`config.mk`:
```
export PLATFORM = sky130hd
export DESIGN_NAME = ddls_bit_scan_responder
export DESIGN_NICKNAME = d
export VERILOG_FILES = /design/src/rtl/ddls_pkg.sv /design/src/rtl/ddls_bit_scan_responder_chunk_scan.sv /design/src/rtl/ddls_bit_scan_responder.sv
export SDC_FILE = /design/constraint.sdc
export NUM_CORES = 1
export LEC_CHECK = 0
export CELL_PAD_IN_SITES_DETAIL_PLACEMENT = 0
export CELL_PAD_IN_SITES_GLOBAL_PLACEMENT = 1
export CORE_MARGIN = 1
export CORE_UTILIZATION = 43
export CTS_BUF_LIST = sky130_fd_sc_hd__clkbuf_2 sky130_fd_sc_hd__clkbuf_4 sky130_fd_sc_hd__clkbuf_8
export DETAILED_ROUTE_END_ITERATION = 16
export PLACE_DENSITY = 0.85
export SLEW_MARGIN = 0
export SYNTH_ARGS = -nofsm -noshare
export SYNTH_HDL_FRONTEND = slang
export SYNTH_SLANG_ARGS = --single-unit
```
`constraint.sdc`:
```
create_clock -name clk -period 4.05 [get_ports clk]
set_input_delay 0.81 -clock clk [delete_from_list [all_inputs] [get_ports clk]]
set_output_delay 0.81 -clock clk [all_outputs]
set_load 0.01 [all_outputs]
```
`src/rtl/ddls_pkg.sv`:
```
// Shared types and result-word layout for the DDLS bit-scan responder.
package ddls_pkg;

    typedef enum logic [1:0] {
        IDLE = 2'd0,
        SCAN = 2'd1,
        DONE = 2'd2
    } state_t;

    localparam int POP_LSB  = 0;
    localparam int LZC_LSB  = 8;
    localparam int LOW_LSB  = 16;
    localparam int ZERO_BIT = 24;
    localparam int PAR_BIT  = 25;

    typedef struct packed {
        logic [5:0] pad;
        logic       par;
        logic       zero;
        logic [7:0] low;
        logic [7:0] lzc;
        logic [7:0] pop;
    } result_t;

    function automatic logic [31:0] pack_result(input logic [7:0] pop,
                                                input logic [7:0] lzc,
                                                input logic [7:0] low,
                                                input logic       zero,
                                                input logic       par);
        result_t r;
        r      = '0;
        r.pop  = pop;
        r.lzc  = lzc;
        r.low  = low;
        r.zero = zero;
        r.par  = par;
        return r;
    endfunction

endpackage

```
`src/rtl/ddls_bit_scan_responder_chunk_scan.sv`:
```
// Combinational scan of one CHUNK_W-bit slice, evaluated MSB to LSB.
module ddls_chunk_scan
    import ddls_pkg::*;
#(
    parameter int CHUNK_W = 4,
    parameter int CNT_W   = 6
) (
    input  logic [CHUNK_W-1:0] chunk,
    input  logic               seen_in,
    input  logic [CNT_W-1:0]   base,
    output logic [CNT_W-1:0]   ones,
    output logic [CNT_W-1:0]   zeros,
    output logic               seen_out,
    output logic [CNT_W-1:0]   low_pos,
    output logic               found
);

    always_comb begin
        ones     = '0;
        zeros    = '0;
        low_pos  = '0;
        seen_out = seen_in;
        found    = 1'b0;
        // base is the absolute position of chunk's MSB; later ones overwrite low_pos
        for (int j = 0; j < CHUNK_W; j++) begin
            if (chunk[CHUNK_W-1-j]) begin
                ones     = ones + CNT_W'(1);
                seen_out = 1'b1;
                found    = 1'b1;
                low_pos  = base - CNT_W'(j);
            end else if (!seen_out) begin
                zeros = zeros + CNT_W'(1);
            end
        end
    end

endmodule

```
`src/rtl/ddls_bit_scan_responder.sv`:
```
// DDLS responder: accepts a word on valid, scans it CHUNK_W bits per cycle and
// presents popcount / leading zeros / lowest set bit / zero / parity on data_out.
module ddls_bit_scan_responder
    import ddls_pkg::*;
#(
    parameter int DATA_W  = 32,
    parameter int CHUNK_W = 4
) (
    input  logic              clk,
    input  logic              rst_n,
    input  logic              valid,
    input  logic              clear,
    input  logic [DATA_W-1:0] data_in,
    output logic              ready,
    output logic              busy,
    output logic [31:0]       data_out
);

    localparam int CNT_W  = $clog2(DATA_W + 1);
    localparam int NCHUNK = DATA_W / CHUNK_W;
    localparam logic [CNT_W-1:0] TOP_POS  = CNT_W'(DATA_W - 1);
    localparam logic [CNT_W-1:0] STEP     = CNT_W'(CHUNK_W);
    localparam logic [CNT_W-1:0] LAST_CNT = CNT_W'(NCHUNK - 1);
    localparam logic [CNT_W-1:0] NONE_POS = CNT_W'(DATA_W);

    state_t state, state_next;
    logic              armed;
    logic [DATA_W-1:0] shreg;
    logic [CNT_W-1:0]  pop, lzc, low, pos, cnt;
    logic              seen;

    logic              accept, last;
    logic [CNT_W-1:0]  c_ones, c_zeros, c_low;
    logic              c_seen, c_found;
    logic [CNT_W-1:0]  pop_next, lzc_next, low_next;

    ddls_chunk_scan #(
        .CHUNK_W(CHUNK_W),
        .CNT_W  (CNT_W)
    ) u_chunk (
        .chunk   (shreg[DATA_W-1 -: CHUNK_W]),
        .seen_in (seen),
        .base    (pos),
        .ones    (c_ones),
        .zeros   (c_zeros),
        .seen_out(c_seen),
        .low_pos (c_low),
        .found   (c_found)
    );

    assign pop_next = pop + c_ones;
    assign lzc_next = lzc + c_zeros;
    assign low_next = c_found ? c_low : low;

    always_ff @(posedge clk or negedge rst_n) begin
        if (!rst_n) state <= IDLE;
        else        state <= state_next;
    end

    always_comb begin
        state_next = state;
        accept     = 1'b0;
        last       = 1'b0;
        ready      = 1'b0;
        busy       = 1'b0;
        unique case (state)
            IDLE: begin
                if (valid && armed) begin
                    accept     = 1'b1;
                    state_next = SCAN;
                end
            end
            SCAN: begin
                busy = 1'b1;
                if (cnt == LAST_CNT) begin
                    last       = 1'b1;
                    state_next = DONE;
                end
            end
            DONE: begin
                ready = 1'b1;
                if (valid && armed) begin
                    accept     = 1'b1;
                    state_next = SCAN;
                end
            end
            default: state_next = IDLE;
        endcase
        // clear overrides everything, including an accept in the same cycle
        if (clear) begin
            state_next = IDLE;
            accept     = 1'b0;
            last       = 1'b0;
        end
    end

    always_ff @(posedge clk or negedge rst_n) begin
        if (!rst_n) begin
            armed    <= 1'b1;
            shreg    <= '0;
            pop      <= '0;
            lzc      <= '0;
            low      <= '0;
            pos      <= '0;
            cnt      <= '0;
            seen     <= 1'b0;
            data_out <= '0;
        end else begin
            if (accept)      armed <= 1'b0;
            else if (!valid) armed <= 1'b1;

            if (accept) begin
                shreg <= data_in;
                pop   <= '0;
                lzc   <= '0;
                low   <= '0;
                seen  <= 1'b0;
                pos   <= TOP_POS;
                cnt   <= '0;
            end else if (state == SCAN && !clear) begin
                shreg <= shreg << CHUNK_W;
                pop   <= pop_next;
                lzc   <= lzc_next;
                low   <= low_next;
                seen  <= c_seen;
                pos   <= pos - STEP;
                cnt   <= cnt + CNT_W'(1);
            end

            // final chunk's contribution is folded in combinationally at DONE entry
            if (clear || accept) begin
                data_out <= '0;
            end else if (last) begin
                data_out <= pack_result(8'(pop_next), 8'(lzc_next),
                                        c_seen ? 8'(low_next) : 8'(NONE_POS),
                                        !c_seen, pop_next[0]);
            end
        end
    end

endmodule

```
==> impl_metrics.csv <==
group,metric,value,unit
floorplan,die_width,104.0,µm
cts,cts.sinks,84,
critical_path,path_depth,11,
power_and_ir_drop,powerDensity,507.4,mW/mm²
critical_path,rr_worst_depth,11,
cts,cts_buffer_depth,2,
sta,fin_worst_skew,0.009387,ns
global_routing,grt_overflow,0,
cts,cts.repair.resized,0,
detailed_routing,wl,9742,µm
sta,fin_crit_sh,74.57,%
critical_path,crit_required,4.27,ns
synth,synth_top_family_by_area,"compound AO/OA/AOI/OAI gates",
critical_path,cpMaxStageDelayCell,"dfrtp_1",
synth,synthTopCellsByCount,"91 x nand2_1, 83 x dfrtp_1, 34 x o21ai_0",
cts,h-tree-depth,3,
floorplan,dieArea,0.01081,mm²
synth,yosys.area_share.simple,17.23,%
synth,synth_flop_cell,"dfrtp_1",
floorplan,row_count,36,
critical_path,r2r_end,"lzc[4]$_DFFE_PN0P_",
cts,cts_tree,"yes",
place,dp_hpwl,6540,µm
detailed_routing,drt_pass1_iterations,4,
power_and_ir_drop,p_leak,2.390,nW
detailed_routing,drc,0,
sta,hold-worst-slack,0.4820,ns
synth,synth_edf_count,0,
critical_path,worst_setup_path_start_kind,"flip-flop",
global_routing,grt_pass1_wl,16320,µm
sta,rsz0062_at_grt,"no",
critical_path,r2r-start,"shreg[31]$_DFFE_PN0P_",
worst_hold_path,min_from,"shreg[16]$_DFFE_PN0P_",
synth,syn_inst,470,
sta,timing.slew.headroom,25.71,%
cts,clk_pin_slew,0.08,ns
cts,numCtsBuffers,9,
worst_hold_path,hold_class,"flip-flop to flip-flop",
global_routing,antenna_found_initial,0,
cts,clockRootBuffer,"clkbuf_8",
job,cap_violations,0,
cells_and_area,n_antenna_cell,0,
synth,yosysMostFrequentCell,"nand2_1",
detailed_routing,vias,3450,
floorplan,io_pins,70,
detailed_routing,drt-wirelength-per-cell,15.03,µm
synth,ys_warn_count,0,
status,status,"completed",
critical_path,cp_data_arrival_time,3.24,ns
cts,cts_setup_buffers,0,
sta,post-route-min-period,3.020,ns
cts,clk_latency,0.35,ns
synth,seq_area_frac_synth,47.02,%
critical_path,crit_type,"flip-flop to flip-flop",
critical_path,critPathMaxFanout,10,
place,place_congestion,0.8180,
place,io_buffers,57,
synth,ys_seq_elements,84,
synth,synth_compound_area_share,17.23,%
critical_path,max_stage_delay,0.49,ns
detailed_routing,ant_nets,0,
critical_path,endpoint_kind,"flip-flop",
global_routing,grt_max_degree,85,
detailed_routing,vias_per_cell,5.324,
floorplan,start_util,45.14,%
floorplan,die_h,104.0,µm
sta,tightest_slew,1.110,ns
sta,timing_hold_violations_final,0,
synth,ys_types,58,
synth,syn_area,0.004473,mm²
critical_path,path_cells,"or3_1 -> inv_1 -> ha_1 -> mux2i_1 -> xor2_1 -> ha_1 -> fa_1 -> a21o_1 -> a21oi_1 -> xor2_1 -> o21ai_0",
cells_and_area,nets,568,
synth,synth_xor_xnor_area_share,3.524,%
synth,synthAdderAreaFrac,6.210,%
critical_path,endpoint,"lzc[4]$_DFFE_PN0P_",
cells_and_area,area_growth,17.59,%
global_routing,grt_pass1_vias,3309,
synth,syn_area_per_cell,9.517,µm²
sta,fmaxAchievable,331.1,MHz
sta,setup_tns,0,ns
global_routing,gr-usage-all-layers,18.64,%
synth,synthMuxAreaShare,2.042,%
synth,synth_top_cell_area_share,46.43,%
cells_and_area,num-fill-cells,899,
cells_and_area,final_layout_size_suffix_gt1_share,6.019,%
synth,synth_area_leaders,"dfrtp_1 46%, nand2_1 7.6%, ha_1 5.3%",
critical_path,ff2ff_setup_slack,1.03,ns
cts,cts_hold_buf,0,
sta,final_max_slew_viol_count,0,
synth,synth_async_sr_flop_share,100.0,%
critical_path,crit_start,"shreg[31]$_DFFE_PN0P_",
synth,yosysTopAreaCell,"dfrtp_1",
critical_path,crit_family,"adder cells",
floorplan,core-area,0.009910,mm²
critical_path,worstPathBufferInverterCount,1,
sta,setup_viol,0,
power_and_ir_drop,irDropWorstVdd,0.2117,mV
detailed_routing,drt_iter0_markers,185,
worst min path at each step:
stage                                  to  slack (ns)  depth (start not counted)
global route        shreg[18]$_DFFE_PN0P_        0.50                          2
detailed placement  shreg[16]$_DFFE_PN0P_        0.46                          2
finish              shreg[16]$_DFFE_PN0P_        0.48                          2
CTS                 shreg[16]$_DFFE_PN0P_        0.49                          2
global placement    shreg[20]$_DFFE_PN0P_        0.46                          2
floorplan            shreg[6]$_DFFE_PN0P_        0.45                          2
where the power goes:
group	switching (mW)	internal, mW	total (mW)	leakage (nW)
clock network	0.307	0.301	0.607	0.0910
registers	0.173	1.02	1.19	1.10
logic	0.494	0.375	0.869	1.20
cell usage in the layout (no fill, tap or decap), types with 5 or more instances in the layout:
master,netlist,final
nand2_1,91,91
dfrtp_1,83,83
clkdlybuf4s50_1,0,56
o21ai_0,34,34
a22oi_1,22,22
ha_1,19,19
nor2_1,17,17
nand3_1,16,16
inv_1,15,15
conb_1,1,13
xor2_1,12,12
a21oi_1,10,10
clkbuf_8,0,10
o21ai_1,9,9
mux2i_1,8,8
xnor2_1,6,6
nor2b_1,6,6
nor3_1,6,6
a22o_1,6,6
o31ai_1,5,5
and3_1,5,5
buf_4,13,5
logic make-up (layout without fill, tap and decap cells):
| kind of cell | count (synthesis) | count (layout) |
|---|---|---|
| compound gates | 115 | 115 |
| xor+xnor | 18 | 18 |
| fa+ha+maj | 21 | 21 |
| buf+inv | 58 | 91 |
| flops | 84 | 84 |
| mux | 9 | 9 |
| other cells | 1 | 13 |
| simple gates | 164 | 164 |
per-layer routing:
| metal | vias up | track usage [%] | wire length [µm] |
|---|---|---|---|
| met5 | - | 0 | 0 |
| met4 | 0 | 5.000 | 93 |
| met3 | 9 | 4.323 | 419 |
| met2 | 85 | 30.19 | 4683 |
| met1 | 1659 | 25.06 | 4545 |
| li1 | 1697 | - | - |
per-stage QoR:
| stage | instance area (µm²) | worst slack [ns] | cells | util [%] | power [mW] |
|---|---|---|---|---|---|
| finish | 5260 | 1.030 | 648 | 53.08 | 2.669 |
| global route | 5260 | 0.8003 | 648 | 53.08 | 2.879 |
| CTS | 5260 | 1.030 | 648 | 53.08 | 2.689 |
| detailed placement | 5061 | 0.9822 | 633 | 51.07 | 2.067 |
| global placement | 5061 | 1.034 | 633 | 51.07 | 2.039 |
| floorplan | 4518 | 1.196 | 482 | - | 1.830 |
worst register-to-register path: cells and delay by family (launching register included):
kind	cells	cell delay [ns]
multiplexers	1	0.17
flip-flops	1	0.49
XOR/XNOR	2	0.29
AO/OA/AOI/OAI	3	0.44
adder cells (fa/ha/maj)	3	0.90
buffers and inverters	1	0.15
AND/OR/NAND/NOR	1	0.44
area by class of cell:
type | count | area (µm²) | area share, %
multi-input combinational | 340 | 2137 | 40.63
timing repair buffer | 61 | 598.1 | 11.37
clock buffer | 10 | 137.6 | 2.617
inverter | 15 | 56.30 | 1.070
clock inverter | 5 | 61.31 | 1.166
tap | 133 | 166.4 | 3.164
sequential | 84 | 2103 | 39.99
registers in the layout (all words and copies together), names as in the netlist:
register	flops
armed	1
cnt	6
data_out	19
low	6
lzc	6
pop	6
pos	5
seen	1
shreg	32
state	2
(Power assumes the default switching activity.)
